**config.mk**
```make
export PLATFORM = sky130hd
export DESIGN_NAME = scsi_slave_bridge
export DESIGN_NICKNAME = d
export VERILOG_FILES = /design/src/rtl/scsi_slave_bridge.sv
export SDC_FILE = /design/constraint.sdc
export NUM_CORES = 1
export LEC_CHECK = 0
export CAP_MARGIN = 20
export CORE_AREA = 2 2 68 70
export CTS_BUF_LIST = sky130_fd_sc_hd__clkbuf_8
export CTS_CLUSTER_DIAMETER = 80
export DETAILED_ROUTE_END_ITERATION = 7
export DIE_AREA = 0 0 70 72
export GPL_TIMING_DRIVEN = 0
export MAX_ROUTING_LAYER = met4
export PLACE_DENSITY = 0.66
export SETUP_SLACK_MARGIN = 0.2
export SLEW_MARGIN = 20
export SYNTH_ARGS = -nofsm -noshare
export SYNTH_HDL_FRONTEND = slang
export SYNTH_SLANG_ARGS = --single-unit
```
**constraint.sdc**
```tcl
create_clock -name CLK -period 2.6 [get_ports CLK]
set_clock_uncertainty 0.05 [all_clocks]
set_input_delay 0.39 -clock CLK [delete_from_list [all_inputs] [get_ports CLK]]
set_output_delay 0.39 -clock CLK [all_outputs]
set_load 0.05 [all_outputs]
```
**src/rtl/scsi_slave_bridge.sv**
```systemverilog
// -----------------------------------------------------------------------------
// scsi_slave_bridge
//
// Purpose: bridges a Zorro III slave cycle aimed at SCSI space onto the slave
// bus of an NCR 53C710. It drives the chip select first, then the access
// strobe. It waits for the chip's SLACK_n acknowledge, or forces an
// acknowledge after a timeout. It then returns an acknowledge to the Z3 FSM
// and holds it until the Z3 cycle ends. A recovery gap follows every access.
//
// Ports:
//   CLK, RESET       single clock, synchronous active-high reset
//   scsi_cycle       upstream Z3 FSM owns a SCSI-space cycle
//   z3_data          upstream Z3 FSM is in its data phase
//   FCS_n_sync       synchronised FCS_n (high = cycle ended/aborted)
//   READ             1 = read, 0 = write
//   DS_n_sync[3:0]   synchronised data strobes (byte lanes for writes)
//   SLACK_n          NCR slave acknowledge, asynchronous to CLK
//   ncr_cs_n         NCR chip select
//   ncr_rw           NCR read/write (1 = read)
//   ncr_strb_n       NCR access strobe
//   ncr_be_n[3:0]    NCR byte enables
//   scsi_dtack       acknowledge level to the Z3 FSM (high only in ACK)
//   rd_latch         one-cycle pulse: latch NCR read data into Zorro buffer
//   timeout          one-cycle pulse on a forced acknowledge
//   timeout_count    saturating number of forced acknowledges
//
// All outputs come straight from flops.
// -----------------------------------------------------------------------------
module scsi_slave_bridge #(
  parameter int unsigned SETUP_CYCLES    = 1,
  parameter int unsigned TIMEOUT_CYCLES  = 64,
  parameter int unsigned RECOVERY_CYCLES = 2
) (
  input  logic       CLK,
  input  logic       RESET,
  input  logic       scsi_cycle,
  input  logic       z3_data,
  input  logic       FCS_n_sync,
  input  logic       READ,
  input  logic [3:0] DS_n_sync,
  input  logic       SLACK_n,
  output logic       ncr_cs_n,
  output logic       ncr_rw,
  output logic       ncr_strb_n,
  output logic [3:0] ncr_be_n,
  output logic       scsi_dtack,
  output logic       rd_latch,
  output logic       timeout,
  output logic [7:0] timeout_count
);

  typedef enum logic [2:0] {
    IDLE,
    SETUP,
    ACCESS,
    ACK,
    RECOVER
  } state_e;

  localparam logic [7:0] SetupLoad   = 8'(SETUP_CYCLES);
  localparam logic [7:0] RecoverLoad = 8'(RECOVERY_CYCLES);
  localparam logic [7:0] TimeoutLast = 8'(TIMEOUT_CYCLES - 1);

  state_e     state_q, state_d;
  logic [7:0] cnt_q, cnt_d;
  logic [1:0] slack_sync_q, slack_sync_d;
  logic       ncr_cs_n_q, ncr_cs_n_d;
  logic       ncr_rw_q, ncr_rw_d;
  logic       ncr_strb_n_q, ncr_strb_n_d;
  logic [3:0] ncr_be_n_q, ncr_be_n_d;
  logic       scsi_dtack_q, scsi_dtack_d;
  logic       rd_latch_q, rd_latch_d;
  logic       timeout_q, timeout_d;
  logic [7:0] timeout_count_q, timeout_count_d;

  logic slack;
  logic start;

  assign slack = ~slack_sync_q[1];
  // Writes need at least one active byte lane; reads always use all four.
  assign start = scsi_cycle && z3_data && !FCS_n_sync && (READ || !(&DS_n_sync));

  always_comb begin
    // NOTE: every signal written here gets a default first, so no path through
    // the case statement can leave one unassigned and infer a latch.
    state_d         = state_q;
    cnt_d           = cnt_q;
    slack_sync_d    = {slack_sync_q[0], SLACK_n};
    ncr_rw_d        = ncr_rw_q;
    ncr_be_n_d      = ncr_be_n_q;
    rd_latch_d      = 1'b0;
    timeout_d       = 1'b0;
    timeout_count_d = timeout_count_q;

    case (state_q)
      IDLE: begin
        if (start) begin
          state_d    = SETUP;
          cnt_d      = SetupLoad;
          ncr_rw_d   = READ;
          ncr_be_n_d = READ ? 4'b0000 : DS_n_sync;
        end
      end
      SETUP: begin
        if (FCS_n_sync) begin
          state_d = RECOVER;
          cnt_d   = RecoverLoad;
        end else if (cnt_q <= 8'd1) begin
          state_d = ACCESS;
          cnt_d   = 8'd0;
        end else begin
          cnt_d = cnt_q - 8'd1;
        end
      end
      ACCESS: begin
        if (FCS_n_sync) begin
          state_d = RECOVER;
          cnt_d   = RecoverLoad;
        end else if (slack) begin
          // A real acknowledge beats the timeout limit in the same cycle.
          state_d    = ACK;
          cnt_d      = 8'd0;
          rd_latch_d = ncr_rw_q;
        end else if (cnt_q >= TimeoutLast) begin
          state_d   = ACK;
          cnt_d     = 8'd0;
          timeout_d = 1'b1;
          if (timeout_count_q != 8'hFF) timeout_count_d = timeout_count_q + 8'd1;
        end else begin
          cnt_d = cnt_q + 8'd1;
        end
      end
      ACK: begin
        if (FCS_n_sync) begin
          state_d = RECOVER;
          cnt_d   = RecoverLoad;
        end
      end
      RECOVER: begin
        if (cnt_q <= 8'd1) begin
          state_d = IDLE;
          cnt_d   = 8'd0;
        end else begin
          cnt_d = cnt_q - 8'd1;
        end
      end
      default: begin
        state_d = IDLE;
        cnt_d   = 8'd0;
      end
    endcase

    // Bus outputs are decoded from the next state so the registered copies
    // line up with the state register.
    ncr_cs_n_d   = !(state_d inside {SETUP, ACCESS, ACK});
    ncr_strb_n_d = !(state_d inside {ACCESS, ACK});
    scsi_dtack_d = (state_d == ACK);
    if (state_d inside {IDLE, RECOVER}) ncr_be_n_d = 4'b1111;
  end

  always_ff @(posedge CLK) begin
    // NOTE: non-blocking assignments keep every flop sampling pre-edge values,
    // independent of statement order.
    if (RESET) begin
      state_q         <= IDLE;
      cnt_q           <= 8'd0;
      slack_sync_q    <= 2'b11;
      ncr_cs_n_q      <= 1'b1;
      ncr_rw_q        <= 1'b1;
      ncr_strb_n_q    <= 1'b1;
      ncr_be_n_q      <= 4'b1111;
      scsi_dtack_q    <= 1'b0;
      rd_latch_q      <= 1'b0;
      timeout_q       <= 1'b0;
      timeout_count_q <= 8'd0;
    end else begin
      state_q         <= state_d;
      cnt_q           <= cnt_d;
      slack_sync_q    <= slack_sync_d;
      ncr_cs_n_q      <= ncr_cs_n_d;
      ncr_rw_q        <= ncr_rw_d;
      ncr_strb_n_q    <= ncr_strb_n_d;
      ncr_be_n_q      <= ncr_be_n_d;
      scsi_dtack_q    <= scsi_dtack_d;
      rd_latch_q      <= rd_latch_d;
      timeout_q       <= timeout_d;
      timeout_count_q <= timeout_count_d;
    end
  end

  assign ncr_cs_n      = ncr_cs_n_q;
  assign ncr_rw        = ncr_rw_q;
  assign ncr_strb_n    = ncr_strb_n_q;
  assign ncr_be_n      = ncr_be_n_q;
  assign scsi_dtack    = scsi_dtack_q;
  assign rd_latch      = rd_latch_q;
  assign timeout       = timeout_q;
  assign timeout_count = timeout_count_q;

endmodule

```
; ---- After elaboration in Yosys (flattened, before gate mapping)
; Index checks and enable logic that the tools add are counted.
[word_totals]
ff_bits = 31
inputBits = 11
output_inout_bits = 18
wordCells = 69
[op_classes]
addsub = 3
n_lt_le_gt_ge = 2
n_eq_ne = 11
muxes = 19
n_bitwise = 3
n_reduce_logical = 20
[ops]
columns = operator, count
row1 = two-way mux 8 bit, 7
row2 = case mux 8 bit (5 select lines), 1
row3 = two-way mux 3 bit, 8
row4 = "adder 8 x 1 -> 8 bit, second input constant", 2
row5 = case mux 3 bit (5 select lines), 1
row6 = "equality test 3 x 2 -> 1 bit, second input constant", 4
row7 = ">= comparator 8 x 6 -> 1 bit, second input constant", 1
row8 = "<= comparator 8 x 1 -> 1 bit, second input constant", 1
row9 = "inequality test 8 bit, second input constant", 1
row10 = OR reduction 4 bit, 2
row11 = "subtractor 8 x 1 -> 8 bit, second input constant", 1
row12 = "equality test 3 x 1 -> 1 bit, second input constant", 2
row13 = "equality test 3 bit, second input constant", 2
row14 = zero test 3 bit, 2
row15 = AND reduction 5 bit, 1
row16 = zero test 1 bit, 4
row17 = two-way mux 4 bit, 1
row18 = "inequality test 2 bit, second input constant", 2
row19 = AND reduction 2 bit, 2
row20 = AND reduction 4 bit, 1
row21 = nonzero test 2 bit, 2
row22 = logical AND 1 bit, 3
row23 = NOT 1 bit, 3
row24 = nonzero test 3 bit, 1
row25 = other kinds (3), 3

; ---- Longest topological paths before layout
; Gate-level depths: netlist of run 1.
[logic_depth]
depth_word = 9
depth_mapped = 7
depth_no_buf = 7

; ---- Worst setup path after synthesis of run 1
; No wires, ideal clock.
[synth_timing]
kind = reg-to-reg
startpoint = reg cnt_q[0]
endpoint = reg timeout_count_q[7] (netlist: timeout_count[7])
setup_time_ns = 0.070
arrival_ns = 1.952
required_time_ns = 2.480
slack_ns = 0.528
path_stages_with_launch = 7
n_path_buf = 0
synth_period_minus_slack_ns = 2.072
path_cell_list = dfxtp_1 -> ha_1 -> nand2_1 -> o21a_1 -> or4_4 -> or3_1 -> a21oi_1
[synth_between]
elab_chain_len = 2
[synth_rtl]
columns = element, line_no
row1 = "start, declared", 65  ; logic [7:0] cnt_q, cnt_d;
row2 = "start signal, assigned", 178  ; cnt_q <= cnt_d;
row3 = >= comparator 8 x 6 -> 1 bit, 124  ; end else if (cnt_q >= TimeoutLast) begin
row4 = AND reduction 5 bit (no source line), --
row5 = "end signal, assigned", 187  ; timeout_count_q <= timeout_count_d;
row6 = "end, declared", 74  ; logic [7:0] timeout_count_q, timeout_count_d;
; No other way between the ends.
; A chain may end at the register's enable or synchronous reset.

; ---- Final worst setup path of run 1
[layout_timing]
startpoint = in FCS_n_sync
endpoint = reg timeout_count_q[7] (netlist: timeout_count[7])
[layout_between]
elab_chain_len = 2
[layout_rtl]
columns = element, line_no
row1 = "start, declared", 38  ; input logic FCS_n_sync,
row2 = NOT 1 bit (no source line), --
row3 = AND reduction 5 bit (no source line), --
; No other way between the ends.

==> flow_metrics.py, run 1 <==
metrics = {
    "status": {
        "outcome": "complete, no violations",
    },
    "detailed_routing": {
        "drt.antenna.violating_nets": 0,
        "drt_iter0_markers": 127,
        "routed_wl_mm": 4.15,
        "route.detailed.drc": 0,
        "drt_pass1_iterations": 4,
        "via_per_inst": 5.44,
        "wire_per_inst_um": 14.3,
        "vias": 1582,
    },
    "clock_tree": {
        "cts_max_path_buffers": 2,
        "cts_root_buffer": "clkbuf_8",
        "clk_pin_slew_ps": 70,
        "clkSinkCount": 31,
        "cts_max_level": 2,
        "cts_tree": "done",
        "insertion_delay_ps": 300,
        "cts_made_buffers": 5,
    },
    "pwr": {
        "p_comb_frac": 0.111,
        "irDropWorstVdd_mv": 0.368,
        "p_leak_nw": 0.761,
        "p_sw_mw": 0.273,
        "p_int_mw": 0.771,
        "p_seq_frac": 0.469,
        "switching_share": 0.262,
        "clock_power_share": 0.420,
        "p_total_mw": 1.04,
        "power_density_nw_per_um2": 487,
    },
    "place": {
        "dp_hpwl_mm": 2.91,
        "port_buffers": 28,
        "dp_cells": 282,
        "finalWeightedCongestion": 0.839,
    },
    "critical_path": {
        "r2r_cells": 6,
        "timing.rr.start": "cnt_q[1]",
        "cp_slowest_cell": "or4_4",
        "r2r_slack_ps": 280,
        "r2r_end": "timeout_count[7]",
        "worstSetupEndpoint": "timeout_count[7]",
        "critPathCaptureType": "register",
        "required_ps": 2770,
        "crit_fanout": 6,
        "startpoint": "FCS_n_sync",
        "crit_chain": "clkdlybuf4s50_1 -> nor4b_4 -> nand2_2 -> or4_4 -> or3_1 -> a21oi_1",
        "critical_path_class": "in -> reg",
        "start_kind": "primary input",
        "crit_arrival_ps": 2500,
        "cpPeakStageDelay_ps": 600,
    },
    "floorplan": {
        "ios": 29,
        "start_util": 0.392,
        "fp-row-count": 24,
        "core-area_um2": 4260,
        "die_w_um": 70,
        "die_h_um": 72,
        "dieArea_um2": 5040,
    },
    "timing": {
        "period_share": 0.896,
        "finalSetupViolations": 0,
        "fin_tns_setup_ps": 0,
        "drv_slew": 0,
        "hold_viol": 0,
        "fmax_mhz": 429,
        "period_minus_slack_ps": 2330,
        "slew_headroom": 0.621,
        "rsz0062_at_grt": "true",
        "holdWs_ps": 364,
        "worstMarginPinSlew_ps": 567,
    },
    "synth": {
        "yosysWarnings": 0,
        "synthTopCellsByCount": "31 x dfxtp_1, 19 x nor2_1, 16 x nand2_1",
        "syn_avg_cell_area_um2": 8.28,
        "synthMostInstantiatedCell": "dfxtp_1",
        "synth_top_family_by_area": "simple AND/OR/NAND/NOR gates",
        "netlist_area_um2": 1670,
        "async_reset_ff_frac": 0,
        "ys_types": 45,
        "synth_top_cell_area_share": 0.371,
        "ys_ff_latch": 31,
        "ys_top_cells_by_area": "dfxtp_1 37%, nor2_1 4.3%, a21oi_1 3.6%",
        "synth_compound_area_frac": 0.184,
        "syn_inst": 202,
        "ys_seq_area_frac": 0.371,
        "synth_edf_count": 0,
        "syn-num-nets": 217,
        "yosysTopAreaCell": "dfxtp_1",
        "synthFlopType": "dfxtp_1",
        "yosys.area_share.simple": 0.311,
        "synth_adder_area_share": 0.0299,
        "muxShareOfSynthArea": 0.0239,
        "synth-xor-area-share": 0.0366,
    },
    "final_layout": {
        "stdcell_count": 291,
        "antenna_cells": 0,
        "nets": 253,
        "fill_cells": 419,
        "synthToLayoutAreaGrowth_pct": 28.2,
        "drive_gt1_frac": 0.109,
    },
    "global_routing": {
        "grt_usage": 0.182,
        "grt_max_degree": 11,
        "grt_pass1_wl_mm": 7.05,
        "grt_pass1_vias": 1464,
        "antenna_found_initial": 0,
        "overflow": 0,
    },
    "hold_path": {
        "hold_class": "reg -> reg",
        "hold_start": "slack_sync_q[0]",
    },
    "job": {
        "max_cap_violations": 0,
    },
}
-- sequential cells by signal, indices dropped and copies added, names as in the netlist --
name,flops
rd_latch,1
scsi_dtack,1
cnt_q,8
timeout_count,8
ncr_cs_n,1
slack_sync_q,2
timeout,1
ncr_be_n,4
ncr_rw,1
state_q,3
ncr_strb_n,1
-- stage by stage --
stage / util / setup slack, ps / cell area (um2)
after floorplan: - / 528 / 1670
after global placement: 0.473 / -54.9 / 2020
after detailed placement: 0.473 / -65.7 / 2020
after CTS: 0.498 / 251 / 2120
after global routing: 0.503 / 161 / 2140
final: 0.503 / 271 / 2140
-- final cells by class --
cell class | count | area [um2] | area share
Inverter | 10 | 37.5 | 0.0175
Clock inverter | 1 | 7.51 | 0.00350
Multi-Input combinational cell | 153 | 993 | 0.463
Clock buffer | 7 | 96.3 | 0.0449
Buffer | 8 | 35.0 | 0.0163
Sequential cell | 31 | 622 | 0.290
Timing Repair Buffer | 29 | 288 | 0.134
Tap cell | 52 | 65.1 | 0.0303
-- power by group through the flow --
stage,combinational [mW],clock (mW),sequential (mW)
final,0.116,0.439,0.490
after CTS,0.112,0.447,0.489
after global placement,0.112,0,0.500
after floorplan,0.0653,0,0.505
after global routing,0.127,0.462,0.490
after detailed placement,0.111,0,0.500
-- placed cells by master (no fill, tap or decap), drive strengths merged, types with 3 or more instances in the layout --
| cell | n |
|---|---|
| clkdlybuf4s50 | 28 |
| a31oi | 5 |
| ha | 4 |
| nor4b | 4 |
| nand3 | 8 |
| nor3 | 10 |
| o311ai | 4 |
| nor3b | 4 |
| xnor2 | 4 |
| or2 | 5 |
| xor2 | 3 |
| o21ai | 10 |
| nor4 | 7 |
| a21oi | 12 |
| a21o | 3 |
| inv | 10 |
| buf | 3 |
| mux2i | 4 |
| clkbuf | 13 |
| nor2 | 19 |
| or3 | 6 |
| dfxtp | 31 |
| nand2 | 17 |
-- worst min-delay path by stage --
stage | endpoint | slack [ps] | depth (start not counted)
2_1_floorplan | slack_sync_q[1] | 340 | 1
3_3_place_gp | slack_sync_q[1] | 340 | 1
3_5_place_dp | slack_sync_q[1] | 350 | 1
4_1_cts | slack_sync_q[1] | 370 | 1
5_1_grt | slack_sync_q[1] | 400 | 1
6_report | slack_sync_q[1] | 360 | 1
-- critical path: cells and delay by family --
| family | cells | cell delay, ps |
|---|---|---|
| AO/OA/AOI/OAI | 1 | 130 |
| buffers and inverters | 1 | 460 |
| AND/OR/NAND/NOR | 4 | 1520 |
-- routing by layer --
layer	up-vias	track usage	part of all wire
met5	-	-	0
met4	0	0.0833	0.017
met3	9	0.0500	0.053
met2	42	0.268	0.44
met1	716	0.233	0.49
li1	815	-	-
-- kinds of logic after synthesis --
kind of cell / count (synthesis)
flops: 31
compound gates: 47
fa+ha+maj: 4
mux: 4
xor+xnor: 7
buf+inv: 18
simple gates: 91
-- timing repair --
action	in CTS	in global routing
gates resized for setup	0	4
endpoints found under the setup margin	0	13
setup buffers	0	1
hold buffers	0	0
Power figures use the tool's default switching activity.
==> run 2, diff against run 1 <==
Settings changed: ABC_AREA set to 1.
==> run 2 against run 1 <==
Core utilization decreased by 0.85 points. Combinational power increased by 29%. Die area unchanged. Total power decreased by 2.4%. Final cell count increased by 11%. Sequential power increased by 1%. Design area decreased by 1.7%. Largest cell class unchanged.
==> flow_metrics.py, run 2 <==
metrics = {
    "status": {
        "outcome": "complete, no violations",
    },
    "critical_path": {
        "critical_path_class": "reg -> out",
        "cpPeakStageDelay_ps": 830,
        "crit_chain": "clkdlybuf4s50_1",
        "start_kind": "register",
        "required_ps": 2160,
        "cp_top_family": "buffers and inverters",
        "crit_buf_inv": 1,
        "cp_slowest_cell": "clkdlybuf4s50_1",
        "critPathCaptureType": "output port",
        "crit_arrival_ps": 1540,
        "crit_fanout": 6,
    },
    "place": {
        "port_buffers": 27,
        "dp_hpwl_mm": 2.86,
        "finalWeightedCongestion": 0.834,
        "dpl_cell_area_um2": 2020,
    },
    "synth": {
        "ys_ff_latch": 31,
        "ys_seq_area_frac": 0.368,
        "syn-num-nets": 252,
        "synthTopCellsByCount": "53 x nand2_1, 31 x dfxtp_1, 26 x nor2_1",
        "ys_top_cells_by_area": "dfxtp_1 37%, nand2_1 12%, nor2_1 5.8%",
        "yosysTopAreaCell": "dfxtp_1",
        "synthMostInstantiatedCell": "nand2_1",
        "synth_edf_count": 0,
        "netlist_area_um2": 1690,
        "ys_types": 32,
        "syn_inst": 237,
        "async_reset_ff_frac": 0,
        "synth_top_cell_area_share": 0.368,
        "syn_avg_cell_area_um2": 7.12,
        "yosysWarnings": 0,
        "synthFlopType": "dfxtp_1",
    },
    "pwr": {
        "power_density_nw_per_um2": 484,
        "clock_power_share": 0.365,
        "p_comb_frac": 0.147,
        "p_leak_nw": 0.902,
        "p_sw_mw": 0.291,
        "p_seq_frac": 0.487,
        "p_int_mw": 0.728,
        "irDropWorstVdd_mv": 0.293,
        "switching_share": 0.286,
    },
    "hold_path": {
        "hold_class": "reg -> reg",
    },
    "floorplan": {
        "die_h_um": 72,
        "core-area_um2": 4260,
        "fp-row-count": 24,
        "ios": 29,
        "dieArea_um2": 5040,
        "die_w_um": 70,
        "start_util": 0.396,
    },
    "clock_tree": {
        "cts_tree": "done",
        "postCtsHoldBufs": 0,
        "cts_root_buffer": "clkbuf_8",
        "clkSinkCount": 31,
        "cts_max_path_buffers": 2,
        "clk_pin_slew_ps": 70,
        "cts_made_buffers": 5,
        "cts_max_level": 2,
        "cts_resized": 0,
        "insertion_delay_ps": 290,
        "post_cts_buffers": 0,
    },
    "timing": {
        "holdWs_ps": 368,
        "fmax_mhz": 505,
        "drv_slew": 0,
        "period_share": 0.762,
        "hold_viol": 0,
        "period_minus_slack_ps": 1980,
        "finalSetupViolations": 0,
        "rsz0062_at_grt": "false",
        "fin_tns_setup_ps": 0,
        "worstMarginPinSlew_ps": 513,
        "slew_headroom": 0.657,
    },
    "detailed_routing": {
        "drt.antenna.violating_nets": 0,
        "via_per_inst": 4.85,
        "vias": 1570,
        "routed_wl_mm": 3.81,
        "drt_iter0_markers": 85,
        "drt_pass1_iterations": 4,
        "route.detailed.drc": 0,
        "wire_per_inst_um": 11.8,
    },
    "job": {
        "max_cap_violations": 0,
    },
    "global_routing": {
        "overflow": 0,
        "grt_pass1_wl_mm": 6.42,
        "grt_usage": 0.164,
        "grt_max_degree": 11,
        "grt_pass1_vias": 1502,
        "antenna_found_initial": 0,
    },
    "final_layout": {
        "synthToLayoutAreaGrowth_pct": 24.9,
        "nets": 286,
        "drive_gt1_frac": 0.125,
        "layout_commonest_cell": "nand2_1",
        "final_area_um2": 2110,
        "layout_common_cells": "53 x nand2_1, 31 x dfxtp_1, 27 x clkdlybuf4s50_1",
        "antenna_cells": 0,
    },
}
## run 2: cell types whose count changed after synthesis, moves of 4 or more
cell,previous run,this run
nand2_1,16,53
nor4_1,7,0
inv_1,10,24
nor2_2,0,5
or3_1,6,0
inv_2,0,5
nor3_1,9,5
nand3_1,7,16
nor2_1,19,26
a31oi_1,5,0
o311ai_0,4,0
## run 2: cell type report
type | count | area, um2
Sequential cell | 31 | 621
Clock buffer | 5 | 68.8
Timing Repair Buffer | 27 | 270
Inverter | 29 | 109
Multi-Input combinational cell | 173 | 936
Tap cell | 52 | 65.1
Buffer | 4 | 22.5
Fill cell | 443 | 2160
Clock inverter | 3 | 16.3
## run 2: logic make-up after synthesis
group / count (synthesis) / share of synthesized area
buffers and inverters: 33 / 0.0778
adders and majority gates: 4 / 0.0297
and+or+nand+nor: 132 / 0.391
muxes: 1 / 0.00593
xor gates and xnor gates: 7 / 0.0363
DFF: 31 / 0.368
AOI/OAI and AO/OA: 29 / 0.0919
## run 2: metrics by stage
step	total power, mW	utilization	setup WS (ps)	std cells
2_1_floorplan	0.613	-	849	237
4_1_cts	1.03	0.494	611	324
3_5_place_dp	0.658	0.474	515	316
6_report	1.02	0.494	619	324
3_3_place_gp	0.657	0.474	519	316
5_1_grt	1.07	0.494	560	324
## run 2: path summary, 6_finish.rpt
path | from | end | slack (ps) | cells after the start
worst max-delay path | timeout_count[2] | timeout_count[2] | 620 | 1
worst min-delay path | slack_sync_q[0] | slack_sync_q[1] | 370 | 1
worst max register to register | cnt_q[0] | ncr_be_n[1] | 710 | 8
worst min register to register | slack_sync_q[0] | slack_sync_q[1] | 370 | 1
## run 2: per-layer routing
| layer | vias up | track usage | wire [um] |
|---|---|---|---|
| met1 | 696 | 0.194 | 1790 |
| li1 | 829 | - | - |
| met3 | 9 | 0.0417 | 213 |
| met2 | 36 | 0.263 | 1750 |
| met5 | - | - | 0 |
| met4 | 0 | 0.0791 | 69 |
## run 2: power groups by stage
stage / Clock [mW] / Combinational [mW] / Sequential [mW]
2_1_floorplan: 0 / 0.0993 / 0.514
3_3_place_gp: 0 / 0.149 / 0.507
3_5_place_dp: 0 / 0.150 / 0.508
4_1_cts: 0.382 / 0.151 / 0.497
5_1_grt: 0.403 / 0.169 / 0.498
6_report: 0.372 / 0.150 / 0.497
==> run 3, diff against run 2 <==
Settings changed: PLACE_DENSITY 0.66 to 0.69.
Clock period 2.6 ns to 1.6 ns, I/O delays scaled along.
==> run 3 against run 2 <==
Wire length rose by 4.1%. Hold slack got worse by 61 ps. Combinational power up 130%. Critical path depth is 8 higher. Via count grew 5.2%. Design area is 17% higher. Non-clock buffer count up 11. Total power increased by 85%. Sequential share of layout area shrank 3.2 points. Die area stayed put. Register-to-register slack lost 690 ps. Sequential power is 63% higher. Critical path type is now reg -> reg.
==> flow_metrics.py, run 3 (same netlist as run 2, synthesis figures left out) <==
metrics = {
    "clock_tree": {
        "clkSinkCount": 31,
        "clk_pin_slew_ps": 70,
        "cts_tree": "done",
        "insertion_delay_ps": 290,
        "cts_max_level": 2,
        "cts_max_path_buffers": 2,
        "cts_made_buffers": 5,
        "postCtsHoldBufs": 0,
        "cts_root_buffer": "clkbuf_8",
    },
    "final_layout": {
        "drive_gt1_frac": 0.399,
        "synthToLayoutAreaGrowth_pct": 46.2,
        "stdcell_count": 335,
        "layout_common_cells": "41 x nand2_1, 21 x inv_1, 19 x nor2_1",
        "layout_commonest_cell": "nand2_1",
        "antenna_cells": 0,
        "nets": 297,
    },
    "global_routing": {
        "antenna_found_initial": 0,
        "grt_pass1_vias": 1516,
        "grt_pass1_wl_mm": 6.40,
        "grt_usage": 0.165,
        "grt_max_degree": 11,
        "overflow": 0,
    },
    "timing": {
        "period_share": 0.987,
        "slew_headroom": 0.580,
        "rsz0062_at_grt": "true",
        "fmax_mhz": 633,
        "finalSetupViolations": 0,
        "hold_viol": 0,
        "period_minus_slack_ps": 1580,
        "worstMarginPinSlew_ps": 630,
        "drv_slew": 0,
    },
    "detailed_routing": {
        "drt_iter0_markers": 75,
        "routed_wl_mm": 3.97,
        "drt_pass1_iterations": 4,
        "via_per_inst": 4.93,
        "wire_per_inst_um": 11.8,
        "drt.antenna.violating_nets": 0,
        "vias": 1651,
        "route.detailed.drc": 0,
    },
    "place": {
        "finalWeightedCongestion": 0.853,
        "dp_cells": 316,
        "dp_hpwl_mm": 2.72,
        "port_buffers": 27,
    },
    "critical_path": {
        "crit_fanout": 7,
        "critical_path_class": "reg -> reg",
        "crit_arrival_ps": 1680,
        "critPathCaptureType": "register",
        "required_ps": 1700,
        "start_kind": "register",
    },
    "floorplan": {
        "die_h_um": 72,
        "start_util": 0.396,
        "die_w_um": 70,
        "ios": 29,
        "core-area_um2": 4260,
        "dieArea_um2": 5040,
        "fp-row-count": 24,
    },
    "pwr": {
        "irDropWorstVdd_mv": 0.467,
        "p_total_mw": 1.88,
        "p_leak_nw": 1.08,
        "power_density_nw_per_um2": 763,
    },
    "job": {
        "max_cap_violations": 0,
    },
    "hold_path": {
        "hold_class": "in -> reg",
    },
    "status": {
        "outcome": "complete, no violations",
    },
}
[run 3: cell types whose count changed in the layout (fill, tap and decap cells not counted), sizes merged]
| cell | delta |
|---|---|
| clkdlybuf4s50 | -21 |
| clkdlybuf4s15 | +13 |
| buf | +11 |
| clkbuf | +4 |
| dlygate4sd2 | +3 |
| bufinv | +1 |
| clkinv | -1 |
| clkinvlp | -1 |
| dlymetal6s2s | +1 |
| inv | +1 |
[run 3: layout make-up]
| type | instances | area (um2) |
|---|---|---|
| clock buffer | 5 | 68.8 |
| sequential | 31 | 648 |
| clock inverter | 3 | 37.5 |
| timing repair buffer | 38 | 358 |
| fill | 389 | 1800 |
| buffer | 4 | 22.5 |
| multi-input combinational | 173 | 1150 |
| tap | 52 | 65.1 |
| inverter | 29 | 119 |
[run 3: path summary, 6_finish.rpt]
kind	to	slack, ps	start	cells past startpoint
min reg2reg	slack_sync_q[1]	380	slack_sync_q[0]	1
max reg2reg	timeout_count[0]	20	cnt_q[0]	9
max	timeout_count[0]	20	cnt_q[0]	9
min	state_q[1]	310	RESET	2
[run 3: worst max-delay path, stage by stage (launching register included)]
cell	delay, ps
dfxtp_4	400
ha_4	160
nand2_4	60
nor2_4	90
nand2_2	80
nand2_4	100
nand3_4	150
buf_6	170
xor2_1	140
nor2_1	60
[run 3: what timing repair did]
| item | in CTS | in global routing |
|---|---|---|
| setup endpoints to repair | 43 | 33 |
| buffers inserted | 8 | 3 |
| endpoints found under the hold margin | 0 | 0 |
| pin swaps | 11 | 16 |
| resized for setup | 67 | 39 |
[run 3: metal layers]
layer  up-vias  GRT usage  routed length, um
met5         -          -                  0
met4         0     0.0620                 36
met3         4     0.0486                182
met2        31      0.276               2040
met1       756      0.188               1710
li1        860          -                  -
[run 3: where the power goes]
| part | switching [mW] | internal (mW) |
|---|---|---|
| sequential | 0.0225 | 0.787 |
| combinational | 0.194 | 0.148 |
| clock | 0.280 | 0.453 |
| total | 0.496 | 1.39 |
[run 3: through the flow]
stage                     area, um2  hold slack (ps)  utilization  setup WS (ps)  setup TNS [ps]
after floorplan                1780              294            -            154               0
after global placement         2110              350        0.495           -296           -3830
after detailed placement       2110              351        0.495           -296           -3980
after CTS                      2350              319        0.552           45.5               0
after global routing           2470              341        0.579          -54.8            -115
final                          2470              307        0.579           20.3               0
